==> src/rtl/vga_timing_gen_if.sv <==
// vga_timing_gen_if: framebuffer read port plus timed video output of the VGA timing generator
interface vga_timing_gen_if #(
  parameter int ADDR_W = 19,
  parameter int WIDTH  = 12
);
  logic [ADDR_W-1:0] address;
  logic [31:0]       data;
  logic [WIDTH-1:0]  hdata;
  logic [WIDTH-1:0]  vdata;
  logic              hsync;
  logic              vsync;
  logic              data_enable;
  logic              frame_start;
  logic              line_start;
  logic [7:0]        red;
  logic [7:0]        green;
  logic [7:0]        blue;
  modport master (
    output address, hdata, vdata, hsync, vsync, data_enable, frame_start, line_start, red, green, blue,
    input  data
  );
  modport slave (
    input  address, hdata, vdata, hsync, vsync, data_enable, frame_start, line_start, red, green, blue,
    output data
  );
endinterface

==> src/rtl/vga_timing_gen.sv <==
// vga_timing_gen: VGA h/v timing with framebuffer addressing and latency-matched video outputs
// Optional colour-bar source with test_mode port: define VGA_TEST_PATTERN_EN.
module vga_timing_gen #(
  parameter int   WIDTH   = 12,
  parameter int   HSIZE   = 800,
  parameter int   HFP     = 856,
  parameter int   HSP     = 976,
  parameter int   HMAX    = 1040,
  parameter int   VSIZE   = 600,
  parameter int   VFP     = 637,
  parameter int   VSP     = 643,
  parameter int   VMAX    = 666,
  parameter logic HSPP    = 1'b1,
  parameter logic VSPP    = 1'b1,
  parameter int   ADDR_W  = 19,
  parameter int   LATENCY = 2,
  parameter int   SCALE   = 0
) (
  input logic clk,
  input logic rst_n,
  input logic en,
`ifdef VGA_TEST_PATTERN_EN
  input logic test_mode,
`endif
  vga_timing_gen_if.master bus
);
  typedef struct packed {
    logic [WIDTH-1:0] h;
    logic [WIDTH-1:0] v;
    logic             hs;
    logic             vs;
    logic             de;
    logic             fs;
    logic             ls;
  } pix_t;
  localparam pix_t IDLE = '{h: '0, v: '0, hs: !HSPP, vs: !VSPP, de: 1'b0, fs: 1'b0, ls: 1'b0};
  localparam logic [WIDTH-1:0]  SMASK = WIDTH'((1 << SCALE) - 1);
  localparam logic [ADDR_W-1:0] LSTEP = ADDR_W'(HSIZE >> SCALE);
  logic [WIDTH-1:0]  h, v, h_n, v_n;
  logic [ADDR_W-1:0] base, base_n, addr;
  logic              h_wrap, f_wrap;
  pix_t              cur, q;
  pix_t              pipe [LATENCY];
  logic [23:0]       pix, rgb;
  logic              unused_hi;
  // base tracks (v>>SCALE)*(HSIZE>>SCALE) by adding one scaled line width per source line
  always_comb begin
    h_wrap = h == WIDTH'(HMAX - 1);
    f_wrap = h_wrap && v == WIDTH'(VMAX - 1);
    h_n    = (!en || h_wrap) ? '0 : h + WIDTH'(1);
    v_n    = (!en || f_wrap) ? '0 : h_wrap ? v + WIDTH'(1) : v;
    base_n = (!en || f_wrap) ? '0 : (h_wrap && (v & SMASK) == SMASK) ? base + LSTEP : base;
  end
  always_ff @(posedge clk or negedge rst_n)
    if (!rst_n) begin
      h    <= '0;
      v    <= '0;
      base <= '0;
      addr <= '0;
    end else begin
      h    <= h_n;
      v    <= v_n;
      base <= base_n;
      addr <= (h_n < WIDTH'(HSIZE) && v_n < WIDTH'(VSIZE)) ? base_n + ADDR_W'(h_n >> SCALE) : '0;
    end
  always_comb
    cur = en ? pix_t'{h: h, v: v,
                      hs: (h >= WIDTH'(HFP) && h < WIDTH'(HSP)) ? HSPP : !HSPP,
                      vs: (v >= WIDTH'(VFP) && v < WIDTH'(VSP)) ? VSPP : !VSPP,
                      de: h < WIDTH'(HSIZE) && v < WIDTH'(VSIZE),
                      fs: h == '0 && v == '0,
                      ls: h == '0} : IDLE;
  // Position/sync ride a LATENCY-deep shift so they line up with the returning pixel word
  always_ff @(posedge clk or negedge rst_n)
    if (!rst_n) begin
      for (int i = 0; i < LATENCY; i++) pipe[i] <= IDLE;
    end else begin
      pipe[0] <= cur;
      for (int i = 1; i < LATENCY; i++) pipe[i] <= pipe[i-1];
    end
  assign q = pipe[LATENCY-1];
`ifdef VGA_TEST_PATTERN_EN
  logic [2:0]  bar;
  logic [31:0] hx;
  // bar = hdata*8/HSIZE, found by comparing against the seven bar boundaries
  always_comb begin
    hx  = 32'(q.h) << 3;
    bar = '0;
    for (int k = 1; k < 8; k++) bar = bar + ((hx >= 32'(k * HSIZE)) ? 3'd1 : 3'd0);
    pix = test_mode ? {{8{bar[2]}}, {8{bar[1]}}, {8{bar[0]}}} : bus.data[23:0];
  end
`else
  assign pix = bus.data[23:0];
`endif
  assign rgb             = q.de ? pix : '0;
  assign unused_hi       = ^bus.data[31:24];
  assign bus.address     = addr;
  assign bus.hdata       = q.h;
  assign bus.vdata       = q.v;
  assign bus.hsync       = q.hs;
  assign bus.vsync       = q.vs;
  assign bus.data_enable = q.de;
  assign bus.frame_start = q.fs;
  assign bus.line_start  = q.ls;
  assign {bus.red, bus.green, bus.blue} = rgb;
endmodule
==> src/flat_wrapper.sv <==
// flat-port wrapper written by rule: the top's interface ports become plain ports
module vga_timing_gen_flat 
#(
  parameter int   WIDTH   = 12,
  parameter int   HSIZE   = 800,
  parameter int   HFP     = 856,
  parameter int   HSP     = 976,
  parameter int   HMAX    = 1040,
  parameter int   VSIZE   = 600,
  parameter int   VFP     = 637,
  parameter int   VSP     = 643,
  parameter int   VMAX    = 666,
  parameter logic HSPP    = 1'b1,
  parameter logic VSPP    = 1'b1,
  parameter int   ADDR_W  = 19,
  parameter int   LATENCY = 2,
  parameter int   SCALE   = 0
)
  (clk, rst_n, en, bus_address, bus_hdata, bus_vdata, bus_hsync, bus_vsync, bus_data_enable, bus_frame_start, bus_line_start, bus_red, bus_green, bus_blue, bus_data);
  vga_timing_gen_if #(.ADDR_W(ADDR_W), .WIDTH(WIDTH)) bus_i ();
  input logic clk;
  input logic rst_n;
  input logic en;
  output wire logic [$bits(bus_i.address)-1:0] bus_address;
  output wire logic [$bits(bus_i.hdata)-1:0] bus_hdata;
  output wire logic [$bits(bus_i.vdata)-1:0] bus_vdata;
  output wire logic [$bits(bus_i.hsync)-1:0] bus_hsync;
  output wire logic [$bits(bus_i.vsync)-1:0] bus_vsync;
  output wire logic [$bits(bus_i.data_enable)-1:0] bus_data_enable;
  output wire logic [$bits(bus_i.frame_start)-1:0] bus_frame_start;
  output wire logic [$bits(bus_i.line_start)-1:0] bus_line_start;
  output wire logic [$bits(bus_i.red)-1:0] bus_red;
  output wire logic [$bits(bus_i.green)-1:0] bus_green;
  output wire logic [$bits(bus_i.blue)-1:0] bus_blue;
  input wire logic [$bits(bus_i.data)-1:0] bus_data;
  assign bus_address = bus_i.address;
  assign bus_hdata = bus_i.hdata;
  assign bus_vdata = bus_i.vdata;
  assign bus_hsync = bus_i.hsync;
  assign bus_vsync = bus_i.vsync;
  assign bus_data_enable = bus_i.data_enable;
  assign bus_frame_start = bus_i.frame_start;
  assign bus_line_start = bus_i.line_start;
  assign bus_red = bus_i.red;
  assign bus_green = bus_i.green;
  assign bus_blue = bus_i.blue;
  assign bus_i.data = bus_data;
  vga_timing_gen #(.WIDTH(WIDTH), .HSIZE(HSIZE), .HFP(HFP), .HSP(HSP), .HMAX(HMAX), .VSIZE(VSIZE), .VFP(VFP), .VSP(VSP), .VMAX(VMAX), .HSPP(HSPP), .VSPP(VSPP), .ADDR_W(ADDR_W), .LATENCY(LATENCY), .SCALE(SCALE)) u_core (.clk(clk), .rst_n(rst_n), .en(en), .bus(bus_i));
endmodule
==> config.mk <==
export PLATFORM = sky130hd
export DESIGN_NAME = vga_timing_gen_flat
export DESIGN_NICKNAME = d
export VERILOG_FILES = /design/src/rtl/vga_timing_gen_if.sv /design/src/rtl/vga_timing_gen.sv /design/src/flat_wrapper.sv
export SDC_FILE = /design/constraint.sdc
export NUM_CORES = 1
export LEC_CHECK = 0
export BUFFER_PORTS_ARGS = -buffer_cell sky130_fd_sc_hd__buf_2
export CAP_MARGIN = 20
export CORE_MARGIN = 4
export CORE_UTILIZATION = 30
export CTS_BUF_LIST = sky130_fd_sc_hd__clkbuf_4
export DETAILED_ROUTE_END_ITERATION = 6
export HOLD_SLACK_MARGIN = 0.05
export PLACE_DENSITY = 0.53
export SETUP_SLACK_MARGIN = 0.05
export SLEW_MARGIN = 5
export SYNTH_ARGS = -nofsm -noshare
export SYNTH_HDL_FRONTEND = slang
export SYNTH_SLANG_ARGS = --single-unit
export TNS_END_PERCENT = 50
==> constraint.sdc <==
create_clock -name clk -period 4.4 [get_ports clk]
set_input_delay 0.22 -clock clk [delete_from_list [all_inputs] [get_ports clk]]
set_output_delay 0.22 -clock clk [all_outputs]
set_load 0.03 [all_outputs]
==> summary.md <==
| Metric | Value |
|---|---|
| Outcome | `finished, final reports clean` |
| Initial core utilization | `30.8%` |
| Post-Synth Adder-Cell Area | `4.22%` |
| Synth top area cells | `dfrtp_1 (52%), and2_1 (6.2%), ha_1 (3.9%), nor2_1 (3.7%), buf_4 (3.2%)` |
| Fin util | `35.7%` |
| Main combinational cell family by area after synthesis | `simple AND/OR/NAND/NOR gates` |
| Setup TNS Final | `0 ns` |
| P_leak | `3.31 nW` |
| Initial antenna violation count | `1` |
| Post-DRT Antenna Nets | `0` |
| Yosys warnings | `0` |
| Arr. time, crit path | `4.53 ns` |
| Num Clock Sinks | `120` |
| Worst vdd ir | `0.115 mV` |
| Layout cell share with drive strength beyond 1 | `25.8%` |
| Xor and xnor area share after synthesis | `5.73%` |
| Synth-to-layout area growth | `16.0%` |
| Yosys top cell area share | `51.7%` |
| Port-buffer cells | `98` |
| DR vias/cell | `4.70` |
| Max layer used | `met4` |
| RSZ-0062 raised after global routing | `false` |
| Final hold violations | `0` |
| CTS clk-pin slew, worst paths | `0.12 ns` |
| Post-synth top flop | `dfrtp_1` |
| Yosys top cell by area | `dfrtp_1` |
| Slew Limit Fails | `0` |
| Max-cap violations | `0` |
| GRT Total Usage | `12.5%` |
| Max FO, Critical Path | `10` |
| Post-synth top cells | `dfrtp_1 (120), and2_1 (58), nor2_1 (58)` |
| Total overflow reported by the global router | `0` |
| Initial DRC Count | `250` |
| Critical Path Max Stage Delay | `0.60 ns` |
| Seq/Total Area, Yosys | `51.7%` |
| DRC viols | `0` |
| Slowest-stage cell, CP | `or4b_1` |
| Distinct cell type count after synthesis | `64` |
| Cell area power density | `292 nW/µm²` |
| Area of the multi-input gates | `2420 µm²` |
| Max_slew headroom | `26.4%` |
| Syn nets | `608` |
| Met3 wire len | `838 µm` |
| Mux contribution to synthesized area | `0.172%` |
| FF+latch area | `3000 µm²` |
| Post-synthesis async set-or-reset flop share | `100%` |
| Critical path endpoint category | `register` |
| Hpwl dp | `9.35 mm` |
| Tmin final | `4.11 ns` |
| Setup WS post-layout | `0.294 ns` |
| Routed WL | `13.1 mm` |
| Min Hold Slack | `0.155 ns` |
| I/O pins | `107` |
| Peak Freq | `0.244 GHz` |
| Vias in the first global route | `4451` |
| Nets | `699` |
| Synthesized area | `5810 µm²` |
| Die width | `147 µm` |
| # fillers | `1953` |
| Root Driver | `clkbuf_4` |
| Type of origin of the critical path | `register` |
| Post-synthesis instance total | `554` |
| Worst path cell trace | `or4b_1 > or3_1 > o21a_4 > and2_1 > ha_1 > a211oi_2 > o21ai_0 > a31oi_1 > a21oi_1 > inv_1 > or4b_1 > a21oi_1` |
| Simple-gate share of the synthesized area | `22.3%` |
| CORE AREA | `18900 µm²` |
| CTS Buf Count | `17` |
| Setup Viol. Count Final | `0` |
| Met1 WL | `5.98 mm` |
| Clock skew | `0.0208 ns` |
| Largest net degree at the start of global routing | `82` |
| TritonRoute pass-1 iters | `6` |
| Mapped Avg Cell Area | `10.5 µm²` |
| DR WL met2 | `6.12 mm` |
| Post-synth EDFFs | `0` |
| Slew @ Worst Pin | `1.10 ns` |
| Worst EP required | `4.83 ns` |
| Die area | `21700 µm²` |
| Yosys reg bits | `120` |
| Tcrit/Tclk final | `93.3%` |
| Vias | `4321` |
| Clock Latency Late Sink | `0.52 ns` |
| Setup Slack @ Placement | `0.323 ns` |
| Height of the chip | `147 µm` |
| FP Rows | `50` |
| H-tree Lvls | `4` |
| CTS tree | `built` |
| Drt wl/cell | `14.3 µm` |
| Placed Area | `6440 µm²` |
| Hold Crit Class | `in2async` |
| Critical path type | `reg2reg` |
| Top-count cell post-synth | `dfrtp_1` |
| First-pass GRT wire length | `22.1 mm` |
| Clock tree buffer depth | `2` |
| Post-route design area | `6750 µm²` |
| RD Place Congestion | `0.829` |
| Complex-gate fraction of the synthesized area | `9.15%` |
[logic make-up (layout without fill, tap and decap cells)]
logic type	Yosys count	in the layout
AO/OA/AOI/OAI	79	79
flip-flops	120	120
adder cells (fa/ha/maj)	19	19
XOR/XNOR	38	38
multiplexers	1	1
buffers and inverters	64	168
other	0	1
AND/OR/NAND/NOR	233	233
[repair_timing]
item | CTS | global route
endpoints found under the hold margin | 82 | 0
buffers inserted | 0 | 0
setup endpoints to repair | 0 | 2
resized for setup | 0 | 1
hold buffers | 2 | 0
[per-stage QoR]
stage,power [W],std cells
after floorplan,0.00123,554
after global placement,0.00130,883
after detailed placement,0.00130,883
after CTS,0.00202,917
after global routing,0.00208,919
final,0.00197,919
[final cells by class]
| class | count | area share (%) |
|---|---|---|
| clock buffers | 19 | 2.11 |
| repair buffers | 121 | 10.2 |
| inverters | 15 | 0.835 |
| well taps | 260 | 4.82 |
| diodes | 1 | 0.0371 |
| multi-input cells | 370 | 35.9 |
| clock inverters | 13 | 1.58 |
| flip-flops and latches | 120 | 44.5 |
[metal layers]
metal	global-route usage, %	vias to the layer above
li1	-	2066
met1	16.1	2101
met2	19.9	141
met3	4.23	13
met4	4.47	0
met5	0	-
[registers in the layout, indices dropped and copies added (netlist names)]
register	count
u_core.pipe	29
u_core.h	12
u_core.v	12
u_core.bus.address	19
u_core.bus.line_start	1
u_core.bus.hsync	1
u_core.bus.hdata	12
u_core.bus.vsync	1
u_core.bus.vdata	12
u_core.bus.data_enable	1
u_core.bus.frame_start	1
u_core.base	19
[power by group]
part | switching, W | leakage [nW] | total (W) | internal (W)
clock network | 0.000409 | 0.132 | 0.000696 | 0.000287
logic | 0.000101 | 1.51 | 0.000149 | 0.0000481
registers | 0.00000989 | 1.66 | 0.00113 | 0.00112
total | 0.000520 | 3.31 | 0.00197 | 0.00145
[final timing paths]
check,from,end,slack (ns),cells past startpoint
worst max-delay path,u_core.v[8],u_core.bus.address[18],0.29,12
worst min-delay path,rst_n,u_core.bus.address[0],0.15,2
worst max register to register,u_core.v[8],u_core.bus.address[18],0.29,12
worst min register to register,u_core.pipe[54],u_core.bus.hdata[8],0.36,0
max in group asynchronous,rst_n,u_core.base[18],3.40,3
min in group clk,u_core.pipe[54],u_core.bus.hdata[8],0.36,0
[layout by cell type, fill, tap and decap left out, drive strengths merged, types with 3 or more instances in the layout]
cell type	n
nor3	14
xnor2	18
or2	4
xor2	20
nor4	11
nand4b	3
a211oi	7
inv	16
and3	6
or4	3
a21o	5
a31oi	9
nor2b	5
and2	60
nand4	7
nor2	58
nand2	25
or3	9
o21ai	17
clkinv	7
dfrtp	120
buf	119
ha	18
nand3	15
clkinvlp	4
clkbuf	19
o21a	4
a21oi	17
nor3b	4
[critical path, delay by kind of cell (launching register included)]
family / cells / cell delay, ns
AOI/OAI and AO/OA: 6 / 1.39
adders and majority gates: 1 / 0.38
buffers and inverters: 1 / 0.14
DFF: 1 / 0.49
and+or+nand+nor: 4 / 1.64
Note: power is estimated with default switching activity, not from simulation.
